`src/rtl/wallace_pkg.sv`:
```
// Shared widths for the Wallace6x6 multiplier block.
package wallace_pkg;
  localparam int MULT_W = 6;
  localparam int PROD_W = 2 * MULT_W;
endpackage

```
`src/rtl/full_adder.sv`:
```
// One-bit full adder; used as the 3:2 cell, the half adder (cin tied low)
// and the ripple-carry cell of the final adder.
module full_adder (
  input  logic a,
  input  logic b,
  input  logic cin,
  output logic sum,
  output logic cout
);
  assign sum  = a ^ b ^ cin;
  assign cout = (a & b) | (a & cin) | (b & cin);
endmodule

```
`src/rtl/top_level_multiplier.sv`:
```
// Unsigned 6x6 Wallace-tree multiplier: AND array, three carry-save stages
// (rows 6 -> 4 -> 3 -> 2), ripple-carry final adder, one output register.
module top_level_multiplier
  import wallace_pkg::*;
(
  input  logic              clk,
  input  logic              rst_n,
  input  logic              valid_in,
  input  logic [MULT_W-1:0] A,
  input  logic [MULT_W-1:0] B,
  output logic [PROD_W-1:0] P,
  output logic              valid_out
);

  logic [PROD_W-1:0] pp [MULT_W];

  genvar gi, gk;
  generate
    for (gi = 0; gi < MULT_W; gi++) begin : g_pp
      assign pp[gi] = B[gi] ? ({{MULT_W{1'b0}}, A} << gi) : '0;
    end
  endgenerate

  // Each row is a full-width vector; constant-zero bits collapse the 3:2
  // cells into half adders or plain wires where a column is short. Bit 11
  // never produces a carry (product < 4096), so it is a sum-only cell.

  // Stage 1: rows {0,1,2} and {3,4,5} -> four rows.
  logic [PROD_W-1:0] s1_s [2];
  logic [PROD_W-1:0] s1_c [2];
  generate
    for (gi = 0; gi < 2; gi++) begin : g_st1
      logic [PROD_W-2:0] co;
      for (gk = 0; gk < PROD_W - 1; gk++) begin : g_bit
        full_adder u_fa (
          .a   (pp[3*gi][gk]),
          .b   (pp[3*gi+1][gk]),
          .cin (pp[3*gi+2][gk]),
          .sum (s1_s[gi][gk]),
          .cout(co[gk])
        );
      end
      assign s1_s[gi][PROD_W-1] = pp[3*gi][PROD_W-1] ^ pp[3*gi+1][PROD_W-1]
                                  ^ pp[3*gi+2][PROD_W-1];
      assign s1_c[gi] = {co, 1'b0};
    end
  endgenerate

  // Stage 2: three rows compressed, the fourth (s1_c[1]) passes through.
  logic [PROD_W-1:0] s2_s, s2_c;
  logic [PROD_W-2:0] s2_co;
  generate
    for (gk = 0; gk < PROD_W - 1; gk++) begin : g_st2
      full_adder u_fa (
        .a   (s1_s[0][gk]),
        .b   (s1_c[0][gk]),
        .cin (s1_s[1][gk]),
        .sum (s2_s[gk]),
        .cout(s2_co[gk])
      );
    end
  endgenerate
  assign s2_s[PROD_W-1] = s1_s[0][PROD_W-1] ^ s1_c[0][PROD_W-1] ^ s1_s[1][PROD_W-1];
  assign s2_c = {s2_co, 1'b0};

  // Stage 3: three rows -> two.
  logic [PROD_W-1:0] s3_s, s3_c;
  logic [PROD_W-2:0] s3_co;
  generate
    for (gk = 0; gk < PROD_W - 1; gk++) begin : g_st3
      full_adder u_fa (
        .a   (s2_s[gk]),
        .b   (s2_c[gk]),
        .cin (s1_c[1][gk]),
        .sum (s3_s[gk]),
        .cout(s3_co[gk])
      );
    end
  endgenerate
  assign s3_s[PROD_W-1] = s2_s[PROD_W-1] ^ s2_c[PROD_W-1] ^ s1_c[1][PROD_W-1];
  assign s3_c = {s3_co, 1'b0};

  // Final ripple-carry adder; per-bit carries live in the generate scope.
  logic [PROD_W-1:0] prod_d;
  generate
    for (gk = 0; gk < PROD_W - 1; gk++) begin : g_rca
      logic ci, co;
      if (gk == 0) begin : g_c0
        assign ci = 1'b0;
      end else begin : g_cn
        assign ci = g_rca[gk-1].co;
      end
      full_adder u_fa (
        .a   (s3_s[gk]),
        .b   (s3_c[gk]),
        .cin (ci),
        .sum (prod_d[gk]),
        .cout(co)
      );
    end
  endgenerate
  assign prod_d[PROD_W-1] = s3_s[PROD_W-1] ^ s3_c[PROD_W-1] ^ g_rca[PROD_W-2].co;

  logic [PROD_W-1:0] prod_q;
  logic              valid_q;

  always_ff @(posedge clk) begin
    if (!rst_n) begin
      prod_q  <= '0;
      valid_q <= 1'b0;
    end else begin
      valid_q <= valid_in;
      if (valid_in) prod_q <= prod_d;
    end
  end

  assign P         = prod_q;
  assign valid_out = valid_q;

endmodule

```
`config.mk`:
```
export PLATFORM = sky130hd
export DESIGN_NAME = top_level_multiplier
export DESIGN_NICKNAME = d
export VERILOG_FILES = /design/src/rtl/wallace_pkg.sv /design/src/rtl/full_adder.sv /design/src/rtl/top_level_multiplier.sv
export SDC_FILE = /design/constraint.sdc
export NUM_CORES = 1
export LEC_CHECK = 0
export CORE_ASPECT_RATIO = 0.6
export CORE_MARGIN = 4
export CORE_UTILIZATION = 30
export DETAILED_ROUTE_END_ITERATION = 8
export DONT_BUFFER_PORTS = 1
export GPL_TIMING_DRIVEN = 1
export PLACE_DENSITY = 0.51
export SYNTH_ARGS = -nofsm -noshare
export SYNTH_HDL_FRONTEND = slang
export SYNTH_SLANG_ARGS = --single-unit
```
`constraint.sdc`:
```
create_clock -name clk -period 8.6 [get_ports clk]
set_input_delay 1.72 -clock clk [delete_from_list [all_inputs] [get_ports clk]]
set_output_delay 1.72 -clock clk [all_outputs]
set_load 0.02 [all_outputs]
```
==> metrics <==
outcome=finished clean; sequential area share after synthesis=about a fifth; global route overflow=0; Synth area leaders=fa_1, dfxtp_1, and2_1, ha_1, mux2i_1; pin slew with the least headroom to its limit=307.2 ps; All-Layer GR Usage=around a tenth; die area=5668 um2; critical path arrival=5820 ps; number of global-route vias before repair=865; post-route setup TNS=0 ps; area growth from synthesis to layout=6.308%; synth warn=0; worst hold path class=flip-flop to flip-flop; CTS tree=done; first-pass GRT wire length=4209 um; critical path's most frequent cell=fa_1; Crit-path slowest cell=fa_1; PwrDens=158.5 nW/um2; crit-path cells=nand2_1 > fa_1 > fa_1 > inv_1 > fa_1 > inv_1 > fa_1 > inv_1 > fa_1 > fa_1 > fa_1 > fa_1 > inv_1 > fa_1 > nand2_1 > o211a_1; Final Non-Filler Cells=approximately 190; Cells after Synth=between 100 and 150; flops & latches, synth=13; FF/Latch Area=260.3 um2; Die H=roughly 60 um; Synth top area share=around 34%; IO buf count=0; share of cells above drive strength 1=3.817%; peak supply drop=0.00008196 V; Bufs and invs on worst path=4; Final Hold Viols=0; area leader, netlist=fa_1; max_cap viols=0; mapped cell area=1349 um2; Multi-input gate area=around 980 um2; Unique masters post-synth=17; Vias/cell=4.435; initial drt markers=25; WL/cell=13.17 um; Final min period=~5600 ps; clk sinks=13; Async SR Flop Fraction=0%; final period utilization=65.58%; antenna cell count=0; Final Setup Violations=0; cts hold-fix bufs=0; Max clock buf depth=2; synthesized area per cell=10.38 um2; # resized after CTS=0; CP Class=input port to flip-flop; CP Depth=16; Crit path max-delay family=adder cells; hold path cells=2; total CTS buffers=3; H-tree depth=1; Slew headroom=79.49%; pin count of the biggest net entering global routing=17; remaining antenna violation count=0; leakage power=approximately 0.67 nW; Worst Clk Skew=0 ps; RSZ-0062 raised after global routing=false; Nets=180; cell count after placement=187; GPL Wtd Cong=between 0.7 and 0.8; total core area=~4200 um2; HPWL Detailed=2205 um; post-CTS setup buffers=0; R2R cell count=2; Initial DRT Pass Iterations=4; max incr delay on CP=540 ps; ys flop type=dfxtp_1; Clk pin slew, worst setup/hold paths=50 ps; critical hold path startpoint=P[0]$_SDFFE_PN0P_; number of synthesized flops with an enable pin=0; critical path startpoint=B[0]; Total Wirelength=2516 um; Die X=94.57 um; number of cell rows=18; Worst EP required=approximately 8800 ps; vias=847; Setup crit start kind=input port; maximum clock rate=177.3 MHz; most common cell in the netlist=fa_1; Worst setup EP type=flip-flop; antenna violations before repair=0; post-synth net total=178; Commonest cells post-synth=fa_1, and2_1, inv_1, nand2_1, dfxtp_1; fillers=436; Starting Density=32.03%; Root Buffer Master=clkbuf_8; CP Max Fanout=6; Residual DRC=0; clk_lat worst skew=230 ps; fin. max-slew vios=0; I/O pins=28; Worst R2R Start=P[11]$_SDFFE_PN0P_
==> cells by family (layout without fill, tap and decap cells) <==
group           Yosys count  count (layout)  synth area share [%]
compound gates            4               4                 2.969
xor+xnor                  1               1                0.6495
fa+ha+maj                33              33                 43.41
buf+inv                  22              23                 7.885
flops                    13              13                 19.30
mux                       8               8                 5.937
simple gates             49              49                 19.85
==> power breakdown <==
group          internal (mW)  leakage [nW]  switching (mW)  total [mW]
registers             0.0708         0.107          0.0200      0.0907
logic                 0.0421         0.545          0.0430      0.0850
clock network         0.0325        0.0228          0.0190      0.0516
total                  0.145         0.675          0.0819       0.227
==> worst register-to-register path, stage by stage, from the launching register on <==
cell and delay, ps:
dfxtp_1 370, nor2b_1 160, a22o_1 220
==> sequential cells by signal, summed over array words and instances (netlist names) <==
name	flops
P	12
valid_out	1
==> final cells by class <==
| cell class | count | area share, % |
|---|---|---|
| well taps | 60 | 5.236 |
| flip-flops and latches | 13 | 18.15 |
| multi-input cells | 95 | 68.50 |
| inverters | 19 | 4.974 |
| clock buffers | 4 | 3.141 |
==> routing by layer <==
| metal | wire [um] | global-route usage, % |
|---|---|---|
| met5 | 0 | 0 |
| met4 | 0 | 1.232 |
| met3 | 206 | 5.031 |
| met1 | 1166 | 12.97 |
| met2 | 1143 | 14.72 |
==> worst paths after layout <==
check / slack [ps] / end
hold reg to reg: 590 / P[0]$_SDFFE_PN0P_
setup / recovery: 2960 / P[10]$_SDFFE_PN0P_
setup reg to reg: 7740 / P[11]$_SDFFE_PN0P_
hold / removal: 590 / P[0]$_SDFFE_PN0P_
==> layout by cell type, fill, tap and decap left out <==
| master | n |
|---|---|
| a22o_1 | 1 |
| xnor2_1 | 1 |
| mux2i_1 | 8 |
| fa_1 | 23 |
| nor2b_1 | 9 |
| a21boi_2 | 1 |
| nand3_1 | 1 |
| inv_1 | 19 |
| and2_1 | 20 |
| o211a_1 | 2 |
| clkbuf_8 | 3 |
| clkbuf_1 | 1 |
| nand2b_4 | 1 |
| dfxtp_1 | 13 |
| ha_1 | 10 |
| nand2_1 | 18 |
==> through the flow <==
step	area [um2]	utilization (%)	power, mW	setup slack (ps)	hold WS (ps)
final	1434	34.05	0.2273	2960	586.8
after detailed placement	1389	32.98	0.1803	2688	578.1
after CTS	1434	34.05	0.2340	2933	590.5
after floorplan	1349	-	0.1633	2809	557.1
after global placement	1389	32.98	0.1788	2729	578.5
after global routing	1434	34.05	0.2518	2781	601.9
Note: power is estimated with default switching activity, not from simulation.
